File: src/rtl/mas_rr_arbiter.sv
// mas_rr_arbiter: N-way valid/ready arbiter with round-robin or fixed
// priority, burst locking with a forced release after MAX_BURST beats,
// and a single registered output stage.
module mas_rr_arbiter #(
  parameter int unsigned N_INPUTS   = 8,
  parameter int unsigned DATA_WIDTH = 128,
  parameter int unsigned MODE       = 0,
  parameter int unsigned MAX_BURST  = 16,
  parameter int unsigned SRC_W      = $clog2(N_INPUTS)
) (
  input  logic                           clk,
  input  logic                           rst,
  input  logic [N_INPUTS-1:0]            in_valid,
  input  logic [N_INPUTS*DATA_WIDTH-1:0] in_data,
  input  logic [N_INPUTS-1:0]            in_last,
  output logic [N_INPUTS-1:0]            in_ready,
  output logic                           out_valid,
  output logic [DATA_WIDTH-1:0]          out_data,
  output logic                           out_last,
  output logic [SRC_W-1:0]               out_src,
  input  logic                           out_ready,
  output logic                           busy
);

  localparam int unsigned CNT_W = $clog2(MAX_BURST + 1);

  typedef enum logic {
    S_IDLE,
    S_LOCKED
  } state_t;

  state_t                r_state;
  state_t                w_state_nxt;
  logic [SRC_W-1:0]      r_owner;
  logic [SRC_W-1:0]      w_owner_nxt;
  logic [SRC_W-1:0]      r_rr_ptr;
  logic [SRC_W-1:0]      w_rr_ptr_nxt;
  logic [CNT_W-1:0]      r_beat_cnt;
  logic [CNT_W-1:0]      w_beat_cnt_nxt;
  logic [SRC_W-1:0]      w_win;
  logic                  w_has_win;
  logic                  w_load;
  logic                  w_accept;
  logic                  w_force;
  logic                  w_last;
  logic [DATA_WIDTH-1:0] w_win_data;
  int unsigned           w_scan;

  assign w_load     = !out_valid || out_ready;
  assign w_accept   = w_load && w_has_win;
  assign w_force    = (r_beat_cnt == CNT_W'(MAX_BURST - 1));
  assign w_last     = in_last[w_win] || w_force;
  assign w_win_data = in_data[int'(w_win)*DATA_WIDTH +: DATA_WIDTH];
  assign busy       = (r_state == S_LOCKED) || out_valid;

  // Winner selection: owner while locked, otherwise rotating or lowest-index scan
  always_comb begin
    w_win     = '0;
    w_has_win = 1'b0;
    w_scan    = 0;
    if (r_state == S_LOCKED) begin
      w_win     = r_owner;
      w_has_win = in_valid[r_owner];
    end else if (MODE == 1) begin
      for (int unsigned i = 0; i < N_INPUTS; i++) begin
        if (!w_has_win && in_valid[SRC_W'(i)]) begin
          w_has_win = 1'b1;
          w_win     = SRC_W'(i);
        end
      end
    end else begin
      for (int unsigned i = 0; i < N_INPUTS; i++) begin
        w_scan = (32'(r_rr_ptr) + i) % N_INPUTS;
        if (!w_has_win && in_valid[SRC_W'(w_scan)]) begin
          w_has_win = 1'b1;
          w_win     = SRC_W'(w_scan);
        end
      end
    end
  end

  // One-hot ready to the winner, forced low while reset is asserted
  always_comb begin
    in_ready = '0;
    if (!rst && w_accept) begin
      in_ready[w_win] = 1'b1;
    end
  end

  // Next-state: lock on a non-final beat, release and rotate on a final one
  always_comb begin
    w_state_nxt    = r_state;
    w_owner_nxt    = r_owner;
    w_rr_ptr_nxt   = r_rr_ptr;
    w_beat_cnt_nxt = r_beat_cnt;
    if (w_accept) begin
      if (w_last) begin
        w_state_nxt    = S_IDLE;
        w_beat_cnt_nxt = '0;
        if (MODE == 0) begin
          w_rr_ptr_nxt = (w_win == SRC_W'(N_INPUTS - 1)) ? '0 : w_win + 1'b1;
        end
      end else begin
        w_state_nxt    = S_LOCKED;
        w_owner_nxt    = w_win;
        w_beat_cnt_nxt = r_beat_cnt + CNT_W'(1);
      end
    end
  end

  // Arbitration state registers
  always_ff @(posedge clk or posedge rst) begin
    if (rst) begin
      r_state    <= S_IDLE;
      r_owner    <= '0;
      r_rr_ptr   <= '0;
      r_beat_cnt <= '0;
    end else begin
      r_state    <= w_state_nxt;
      r_owner    <= w_owner_nxt;
      r_rr_ptr   <= w_rr_ptr_nxt;
      r_beat_cnt <= w_beat_cnt_nxt;
    end
  end

  // Output register: load on accept, clear valid on drain, hold payload otherwise
  always_ff @(posedge clk or posedge rst) begin
    if (rst) begin
      out_valid <= 1'b0;
      out_data  <= '0;
      out_last  <= 1'b0;
      out_src   <= '0;
    end else if (w_accept) begin
      out_valid <= 1'b1;
      out_data  <= w_win_data;
      out_last  <= w_last;
      out_src   <= w_win;
    end else if (out_ready) begin
      out_valid <= 1'b0;
    end
  end

endmodule

File: config.mk
export PLATFORM = sky130hd
export DESIGN_NAME = mas_rr_arbiter
export DESIGN_NICKNAME = d
export VERILOG_FILES = /design/src/rtl/mas_rr_arbiter.sv
export SDC_FILE = /design/constraint.sdc
export NUM_CORES = 1
export LEC_CHECK = 0
export BUFFER_PORTS_ARGS = -buffer_cell sky130_fd_sc_hd__buf_4
export CAP_MARGIN = 5
export CORE_AREA = 3 3 458 460
export CTS_CLUSTER_DIAMETER = 60
export DETAILED_ROUTE_END_ITERATION = 8
export DIE_AREA = 0 0 461 463
export GPL_TIMING_DRIVEN = 0
export SKIP_LAST_GASP = 1
export SLEW_MARGIN = 20
export SYNTH_ARGS = -nofsm -noshare
export SYNTH_HDL_FRONTEND = slang
export SYNTH_SLANG_ARGS = --single-unit
export TNS_END_PERCENT = 20
File: constraint.sdc
create_clock -name clk -period 7.9 [get_ports clk]
set_input_delay 0.395 -clock clk [delete_from_list [all_inputs] [get_ports clk]]
set_output_delay 0.395 -clock clk [all_outputs]
set_load 0.05 [all_outputs]
==> results.md <==
- RD Place Congestion: 0.874
- Cells after DPL: 5865
- FF+latch count, synth: 145
- Die width: 461 um
- Drt first pass iters: 6
- IO Count: 1185
- CTS tree: done
- Die Span Y: 463 um
- Initial core utilization: roughly 7%
- Pin count of the biggest net entering global routing: 59
- Routed WL per cell: 39.5 um
- Total congestion overflow: 0
- Number of CTS-inserted buffers: 17
- Clock Path Buffers: 2
- Top-area cell type share of the netlist area: 24.4%
- Maximum level of the CTS H-tree: 4
- Synth Net Count: 3002
- Root buf cell: clkbuf_16
- Post-synth ARST share: 100%
- Most used DFF post-synth: dfrtp_1
- Critical path required time: 7.51 ns
- DR DRC count: 0
- Die Area: 213000 um2
- Fin cells: 5957
- Fill cells: between 20k and 25k
- PnR worst setup slack: 0.633 ns
- DRT antenna net count: 0
- Ys Warns: 0
- Post-synth EDFFs: 0
- Setup Buffers After CTS: 0
- Area grow syn2layout: 89.7%
- Syn Std Cell Area: between 10000 and 15000 um2
- Buffers on Ports: 1184
- Clk sinks: 145
- GRT Total Usage: 21.1%
- First-pass GRT wire length: ~280000 um
- Total Routed Length: 235000 um
- Clock Latency Late Sink: 0.56 ns
- Most area-hungry cell type in the Yosys netlist: dfrtp_1
- Worst-Margin Slew: 1.19 ns
- Worst rel slew slack: 20.1%
- CORE AREA: 206000 um2
- RSZ-0062 raised after global routing: no
- Synth area leaders: dfrtp_1 24%, nand2_1 14%, mux2i_1 14%
- Layout cells sized above 1: between 40% and 50%
- Antenna violations before repair: 207
- Worst Hold Class: input pin to flop
- Final setup fails: 0
- Seq/Total Area, Yosys: 24.4%
- Skew final: ~0.026 ns
- Clk pin slew, worst setup/hold paths: 0.09 ns
- Syn_area_per_cell: 7.61 um2
- Syn Inst Count: 1954
- P_leak: 0.0130 uW
- Post-Route Utilization: 13.7%
- Max VDD drop: 0.323 mV
- Iteration-0 DRC Markers: 2168
- Arr. time, crit path: 6.87 ns
- Vias per std cell: 3.88
- Hold slack: 0.136 ns
- Crit Path Class: flop to output pin
- Final min period: 7.27 ns
- Final instance area: about 28000 um2
- Critical path fanouts, max: 18
- Status: finished, final reports clean
- FMAX: 0.138 GHz
- HPWL after DPL: around 210000 um
- Setup crit end kind: output pin
- Crit path launch type: flop
- Slew Viols, Final: 0
- Yosys cell types: 67
- Vias in the first global route: 22.8k
- Final Cycle Share: 92.0%
- DP Worst Slack: -0.114 ns
- Final net count: 4226
- Vias: 23.1k
- # resized after CTS: 0
- Max Cap Viol: 0
- Pwr per Cell Area: 742 nW/um2
- Row count: about 170
- Final hold viol count: 0
- Placed cell area: 27500 um2
[worst paths after layout]
check	slack, ns	end	startpoint	cells after the start
max	0.63	in_ready[7]	r_rr_ptr[1]	17
min	0.14	out_valid	out_ready	3
max reg2reg	0.84	out_data[6]	r_rr_ptr[1]	16
min reg2reg	0.50	out_src[1]	out_src[1]	2
max in group asynchronous	6.36	out_data[2]	rst	5
min in group asynchronous	0.42	out_data[122]	rst	3
[layout make-up]
cell class | instances | area (um2) | share of cell area [%]
diodes | 62 | 155 | 0.550
multi-input cells | 1597 | 10300 | 36.4
flip-flops and latches | 145 | 3630 | 12.9
plain buffers | 197 | 993 | 3.52
well taps | 2704 | 3380 | 12.0
inverters | 12 | 52.6 | 0.186
clock inverters | 13 | 130 | 0.461
repair buffers | 1208 | 9150 | 32.5
clock buffers | 19 | 443 | 1.57
[report_power, final]
part	total [uW]	leakage (uW)	internal [uW]	switching, uW
clock	955	0.000273	448	507
sequential	1460	0.00174	1170	289
combinational	18500	0.0110	5050	13500
[critical path: stages, from the launching register on]
cell,delay [ns]
dfrtp_1,0.36
buf_2,0.52
inv_1,0.25
ha_1,0.36
buf_6,0.17
mux4_2,0.60
a21oi_1,0.24
nand3_1,0.18
a2111o_1,0.54
o2bb2ai_1,0.33
a211oi_4,0.17
inv_2,0.23
clkbuf_2,0.46
buf_2,0.65
buf_2,0.44
nand3_1,0.24
nor2_1,0.28
buf_4,0.25
[per-stage QoR]
stage / power, uW / TNS, ns
2_1_floorplan: 10400 / 0
4_1_cts: 21400 / -0.267
3_5_place_dp: 20400 / -0.114
6_report: 20900 / 0
3_3_place_gp: 20000 / -98.26
5_1_grt: 21900 / 0
[metal layers]
| metal | vias to the layer above | track usage (%) | share of wire [%] |
|---|---|---|---|
| li1 | 9753 | - | - |
| met1 | 11307 | 27.2 | 43 |
| met2 | 1590 | 33.1 | 44 |
| met3 | 359 | 6.15 | 8.5 |
| met4 | 94 | 7.82 | 3.7 |
| met5 | - | 0 | 0.27 |
[sequential cells by signal (all words and copies together), names as in the netlist]
name / cells
r_beat_cnt: 5
out_valid: 1
r_state: 1
r_rr_ptr: 3
out_last: 1
out_src: 3
r_owner: 3
out_data: 128
[cell usage in the layout, fill, tap and decap left out, drive strengths merged, types with 4 or more instances in the layout]
cell type  Yosys  final
buf          114   1319
nand2        570    570
mux2i        201    201
dfrtp        145    145
nand3        108    108
clkbuf        86    104
and3         100    100
a31oi         76     76
nor2          65     65
a21oi         64     64
diode          0     62
a211oi        55     55
o21ai         53     53
mux2          50     50
a221o         50     50
a222oi        38     38
a32oi         38     38
a22o          18     18
a221oi        18     18
mux4          16     16
o22ai         16     16
inv           12     16
nand2b         6      6
nor3b          5      5
ha             5      5
nor3           5      5
clkinv         0      5
xor2           4      4
[cells by family after synthesis]
family                     Yosys count  synth area share, %
buffers and inverters              212                 6.95
and+or+nand+nor                    867                 25.2
adders and majority gates            5                0.421
muxes                              267                 19.7
xor gates and xnor gates             7                0.463
DFF                                145                 24.4
AOI/OAI and AO/OA                  451                 22.8
[Yosys cell counts (3+ instances only)]
cell type / n
a211oi_1: 54
a21oi_1: 63
a221o_1: 50
a221oi_1: 18
a222oi_1: 38
a22o_1: 18
a31oi_1: 76
a32oi_1: 38
and2_1: 3
and3_1: 100
buf_1: 8
buf_2: 74
buf_4: 26
buf_6: 6
clkbuf_1: 85
dfrtp_1: 145
ha_1: 5
inv_1: 10
mux2_2: 50
mux2i_1: 201
mux4_2: 16
nand2_1: 567
nand2_2: 3
nand2b_1: 6
nand3_1: 107
nor2_1: 60
nor2_2: 3
nor3_1: 4
nor3b_1: 5
o21a_1: 3
o21ai_0: 37
o21ai_1: 14
o22ai_1: 16
xor2_1: 4
[repair_timing]
action | CTS | global route
cloned | 0 | 0
hold buffers | 1 | 0
endpoints found under the setup margin | 6 | 7
hold endpoints to repair | 55 | 0
(Power assumes the default switching activity.)
